### src/rtl/jtopl_slot_sched.sv
// Slot sequencer for the OPL operator ring: prescaled slot counter plus a small
// ordered write queue applied on slot entry. Define JTOPL_SCHED_FIFO2_EN for a 2-deep queue.
module jtopl_slot_sched #(
   parameter int WIDTH  = 8,
   parameter int STAGES = 18,
   parameter int DIV    = 4
)(
   input  logic             clk,
   input  logic             rst_n,
   input  logic             cen,
   input  logic             wr_valid,
   output logic             wr_ready,
   input  logic [4:0]       wr_slot,
   input  logic [WIDTH-1:0] wr_data,
   output logic [4:0]       slot,
   output logic             zero,
   output logic [2:0]       group,
   output logic [1:0]       sub,
   output logic             slot_adv,
   output logic             upd_en,
   output logic [WIDTH-1:0] upd_data,
   output logic             err
);

`ifdef JTOPL_SCHED_FIFO2_EN
   localparam int DEPTH = 2;
`else
   localparam int DEPTH = 1;
`endif
   localparam int PW = (DIV > 1) ? $clog2(DIV) : 1;

   logic [PW-1:0]    presc_r;
   logic [4:0]       slot_r;
   logic [1:0]       cnt_r;
   logic [4:0]       q_slot_r [DEPTH];
   logic [WIDTH-1:0] q_data_r [DEPTH];
   logic             upd_en_r;
   logic [WIDTH-1:0] upd_data_r;
   logic             err_r;

   logic             adv_s;
   logic [4:0]       next_slot_s;
   logic             ready_s;
   logic             xfer_s;
   logic             bad_s;
   logic             push_s;
   logic             pop_s;
   logic [1:0]       widx_s;

   // Advance strobe, queue handshake and head-match decision
   always_comb begin
      adv_s       = rst_n & cen & (presc_r == PW'(DIV - 1));
      next_slot_s = (slot_r == 5'(STAGES - 1)) ? 5'd0 : slot_r + 5'd1;
      ready_s     = (cnt_r != 2'(DEPTH));
      xfer_s      = wr_valid & ready_s;
      bad_s       = xfer_s & (wr_slot >= 5'(STAGES));
      push_s      = xfer_s & ~bad_s;
      pop_s       = adv_s & (cnt_r != 2'd0) & (q_slot_r[0] == next_slot_s);
      // a pop in the same edge frees the head, so the new entry lands one lower
      widx_s      = pop_s ? (cnt_r - 2'd1) : cnt_r;
   end

   // Prescaler and slot counter
   always_ff @(posedge clk or negedge rst_n) begin
      if (!rst_n) begin
         presc_r <= {PW{1'b0}};
         slot_r  <= 5'd0;
      end else begin
         if (cen) begin
            presc_r <= (presc_r == PW'(DIV - 1)) ? {PW{1'b0}} : presc_r + PW'(1);
         end
         if (adv_s) begin
            slot_r <= next_slot_s;
         end
      end
   end

   // Ordered pending-write queue
   always_ff @(posedge clk or negedge rst_n) begin
      if (!rst_n) begin
         cnt_r <= 2'd0;
         for (int i = 0; i < DEPTH; i++) begin
            q_slot_r[i] <= 5'd0;
            q_data_r[i] <= {WIDTH{1'b0}};
         end
      end else begin
         if (push_s && !pop_s) begin
            cnt_r <= cnt_r + 2'd1;
         end else if (pop_s && !push_s) begin
            cnt_r <= cnt_r - 2'd1;
         end
         for (int i = 0; i < DEPTH; i++) begin
            if (push_s && (widx_s == 2'(i))) begin
               q_slot_r[i] <= wr_slot;
               q_data_r[i] <= wr_data;
            end else if (pop_s && (i < DEPTH - 1)) begin
               q_slot_r[i] <= q_slot_r[(i + 1) % DEPTH];
               q_data_r[i] <= q_data_r[(i + 1) % DEPTH];
            end
         end
      end
   end

   // Ring update strobe, held data and sticky bad-slot flag
   always_ff @(posedge clk or negedge rst_n) begin
      if (!rst_n) begin
         upd_en_r   <= 1'b0;
         upd_data_r <= {WIDTH{1'b0}};
         err_r      <= 1'b0;
      end else begin
         upd_en_r <= pop_s;
         if (pop_s) begin
            upd_data_r <= q_data_r[0];
         end
         if (bad_s) begin
            err_r <= 1'b1;
         end
      end
   end

   assign wr_ready = ready_s;
   assign slot     = slot_r;
   assign zero     = (slot_r == 5'd0);
   assign group    = 3'(slot_r / 5'd3);
   assign sub      = 2'(slot_r % 5'd3);
   assign slot_adv = adv_s;
   assign upd_en   = upd_en_r;
   assign upd_data = upd_data_r;
   assign err      = err_r;

endmodule

### config.mk
export PLATFORM = sky130hd
export DESIGN_NAME = jtopl_slot_sched
export DESIGN_NICKNAME = d
export VERILOG_FILES = /design/src/rtl/jtopl_slot_sched.sv
export SDC_FILE = /design/constraint.sdc
export NUM_CORES = 1
export LEC_CHECK = 0
export CORE_ASPECT_RATIO = 1.1
export CORE_MARGIN = 8
export CORE_UTILIZATION = 46
export DETAILED_ROUTE_END_ITERATION = 6
export HOLD_SLACK_MARGIN = 0.08
export PLACE_DENSITY_LB_ADDON = 0.05
export SYNTH_ARGS = -nofsm -noshare
export SYNTH_HDL_FRONTEND = slang
export SYNTH_SLANG_ARGS = --single-unit
### constraint.sdc
create_clock -name clk -period 4.7 [get_ports clk]
set_input_delay 1.41 -clock clk [delete_from_list [all_inputs] [get_ports clk]]
set_output_delay 1.41 -clock clk [all_outputs]
set_load 0.1 [all_outputs]
==> results.toml <==
[run_status]
outcome = "complete, but fails checks"
failed_checks = "setup timing"

[clock_tree]
htree_num_levels = 2
tritoncts_clock_tree = "yes"
numClockSinks = 32
cts_inserted_buffers = 5
ctsHoldBuffers = 0
clock_tree.buffer_depth = 2
ctsRootBufferMaster = "sky130_fd_sc_hd__clkbuf_8"
insertion_delay_ps = 280
cts.reportedPaths.clkPinSlew_ps = 60

[global_route]
grt_pass1_vias = 1649
grt_max_degree = 33
grt_antenna_before_repair = 0
grt_total_ovfl = 0
global_route.usage.total_pct = 14.13
grt_pass1_wl_um = 7479

[min_path]
whs_endpoint = "err$_DFFE_PN0P_"
worst_hold_path_type = "reg -> reg"
whs_path_depth = 1
min_from = "err$_DFFE_PN0P_"

[detailed_routing]
vias = 1533
drt-vias-per-instance = 5.286
route.detailed.drc = 0
drt_iter0_drc = 49
drt_wl_total_um = 4525
drt_pass1_iterations = 4
route.antenna.remaining_nets = 0
drt_wl_cell_um = 15.60

[yosys]
post_synth.cell_area_avg_um2 = 11.18
synth-warning-count = 0
ys_ff_latch = 32
synth-async-reset-ratio_pct = 100.0
ys_top_cells_by_area = "sky130_fd_sc_hd__dfrtp_1, sky130_fd_sc_hd__mux2_2, sky130_fd_sc_hd__mux2_4"
postSynth.topFlopCell = "sky130_fd_sc_hd__dfrtp_1"
synth_edf_count = 0
synth_top_area_share_pct = 40.95
synth.distinct_cells = 49
syn-instance-count = 175
synth_fp_nets = 203
netlist_area_um2 = 1956
synth_sequential_area_ratio_pct = 40.95
synth.largest_area_cell = "sky130_fd_sc_hd__dfrtp_1"

[timing]
worst_hold_slack_ps = 477.1
final-setup-viol-count = 3
finalClockSkew_ps = 1.585
setup_slack_ps = -172.9
rsz_0062_raised_after_global_routing = "yes"
fin_crit_ps = 4873
max_freq_mhz = 205.2
timing_max_transition_violations_final = 0
timing.final.crit_share_pct = 103.7
setup_total_neg_slack_ps = -380.5
finalHoldViolCount = 0
transition_time_at_the_pin_with_the_least_slew_margin_ps = 981.1
timing.slew.headroom_pct = 34.39

[setup_path]
reg2reg_setup_slack_ps = 1710
crit_arrival_ps = 3460
crit_fanout = 5
slowest_stage = "sky130_fd_sc_hd__dfrtp_4"
end_of_the_worst_register_to_register_path = "q_slot_r[4]$_DFFE_PN0P_"
timing.rr.start = "slot[3]$_DFFE_PN0P_"
required_ps = 3290
cp_cell_sequence = "ha_4, nor2b_4, a221oi_2, or3_4, o21ai_2, ha_2, inv_2, or4_4, a311oi_2, o211ai_1, and3_4, mux2_4, buf_12"
setup.worst_path.start_class = "flip-flop"
critical_path.top_delay_family = "simple AND/OR/NAND/NOR gates"
timing.critical_path.slowest_cell_delay_ps = 500
crit_path_end_kind = "output pin"
worstRegToRegCells = 10
crit_type = "reg -> out"
crit_buf_inv = 2

[cells_and_area]
antenna_diodes = 0
num-nets-final = 263
layout_common_cells = "sky130_fd_sc_hd__clkdlybuf4s50_1, sky130_fd_sc_hd__dfrtp_1, sky130_fd_sc_hd__buf_4"
most_common_library_cell_in_the_layout_ignoring_fill_and_taps = "sky130_fd_sc_hd__clkdlybuf4s50_1"
num-fill-cells = 364
area.growth.synth_to_final_pct = 39.99
layout.core_utilization_pct = 65.31
drive_above_1_share_pct = 37.29

[placement]
number_of_port_buffers = 39
routability_congestion = 0.9230
post-place-ws_ps = -12.67
place_hpwl_um = 3381

[floorplanning]
die_area_um2 = 6596
die_height_um = 84.39
initial_core_util_pct = 46.66
die_width_um = 78.17
coreArea_um2 = 4192
std_cell_rows = 25
ioPinCount = 40

[job]
timing.max_cap.violations = 0
[synth_stat cells (2+ instances only)]
master	number
sky130_fd_sc_hd__ha_1	11
sky130_fd_sc_hd__xnor2_1	6
sky130_fd_sc_hd__nand3_1	5
sky130_fd_sc_hd__o211ai_1	2
sky130_fd_sc_hd__nand3b_1	2
sky130_fd_sc_hd__inv_1	11
sky130_fd_sc_hd__buf_2	2
sky130_fd_sc_hd__a21oi_1	6
sky130_fd_sc_hd__nor2b_1	7
sky130_fd_sc_hd__dfrtp_1	32
sky130_fd_sc_hd__nor3_1	3
sky130_fd_sc_hd__o21ai_0	10
sky130_fd_sc_hd__mux2_4	10
sky130_fd_sc_hd__o31ai_1	2
sky130_fd_sc_hd__nand2_1	11
sky130_fd_sc_hd__buf_6	2
sky130_fd_sc_hd__mux2i_1	2
sky130_fd_sc_hd__mux2_2	14
sky130_fd_sc_hd__a21o_1	2
sky130_fd_sc_hd__nor2_1	6
[per-layer routing]
layer  share of wire (%)  track usage, %
met5                   0               0
met4                 2.2           6.745
met2                  52           24.66
met3                 5.9           5.128
met1                  40           14.48
[registers in the layout, summed over array words and instances, names as in the netlist]
register,flops
err,1
upd_data,8
cnt_r,2
slot,5
q_data_r,8
upd_en,1
presc_r,2
q_slot_r,5
[final cells by class]
| type | instances | area (um2) | area share (%) |
|---|---|---|---|
| Inverter | 12 | 45.04 | 1.645 |
| Clock buffer | 7 | 76.32 | 2.788 |
| Clock inverter | 1 | 5.005 | 0.1828 |
| Tap cell | 54 | 67.56 | 2.468 |
| Multi-Input combinational cell | 125 | 1154 | 42.14 |
| Sequential cell | 32 | 809.5 | 29.57 |
| Timing Repair Buffer | 59 | 580.6 | 21.21 |
[what timing repair did]
item | CTS | global route
setup buffers | 8 | 2
pin swaps | 6 | 1
resized for setup | 14 | 4
hold endpoints to repair | 0 | 0
endpoints found under the setup margin | 3 | 3
[stage by stage]
step	instance area, um2	instances
floorplan	2004	175
global placement	2525	272
detailed placement	2525	272
CTS	2711	288
global route	2738	290
finish	2738	290
[how the worst max path moves through the flow]
stage,start,to,slack (ps),cells after the start
6_report,slot[3]$_DFFE_PN0P_,sub[0],-170,13
3_5_place_dp,slot[0]$_DFFE_PN0P_,sub[0],-10,14
5_1_grt,slot[3]$_DFFE_PN0P_,sub[0],-270,13
3_3_place_gp,slot[3]$_DFFE_PN0P_,sub[0],110,13
4_1_cts,slot[3]$_DFFE_PN0P_,sub[0],-150,12
2_1_floorplan,slot[3]$_DFFE_PN0P_,sub[0],-1320,13
[logic make-up after synthesis]
kind of cell	count (synthesis)	synth area share [%]
buffers and inverters	18	4.542
flip-flops	32	40.95
AO/OA/AOI/OAI	34	12.73
adder cells (fa/ha/maj)	11	7.038
multiplexers	26	16.76
XOR/XNOR	8	3.967
AND/OR/NAND/NOR	46	14.01
Power is left out: the tool's default activity adds up to more than one toggle a clock period on the data nets, which glitch-free logic cannot reach.
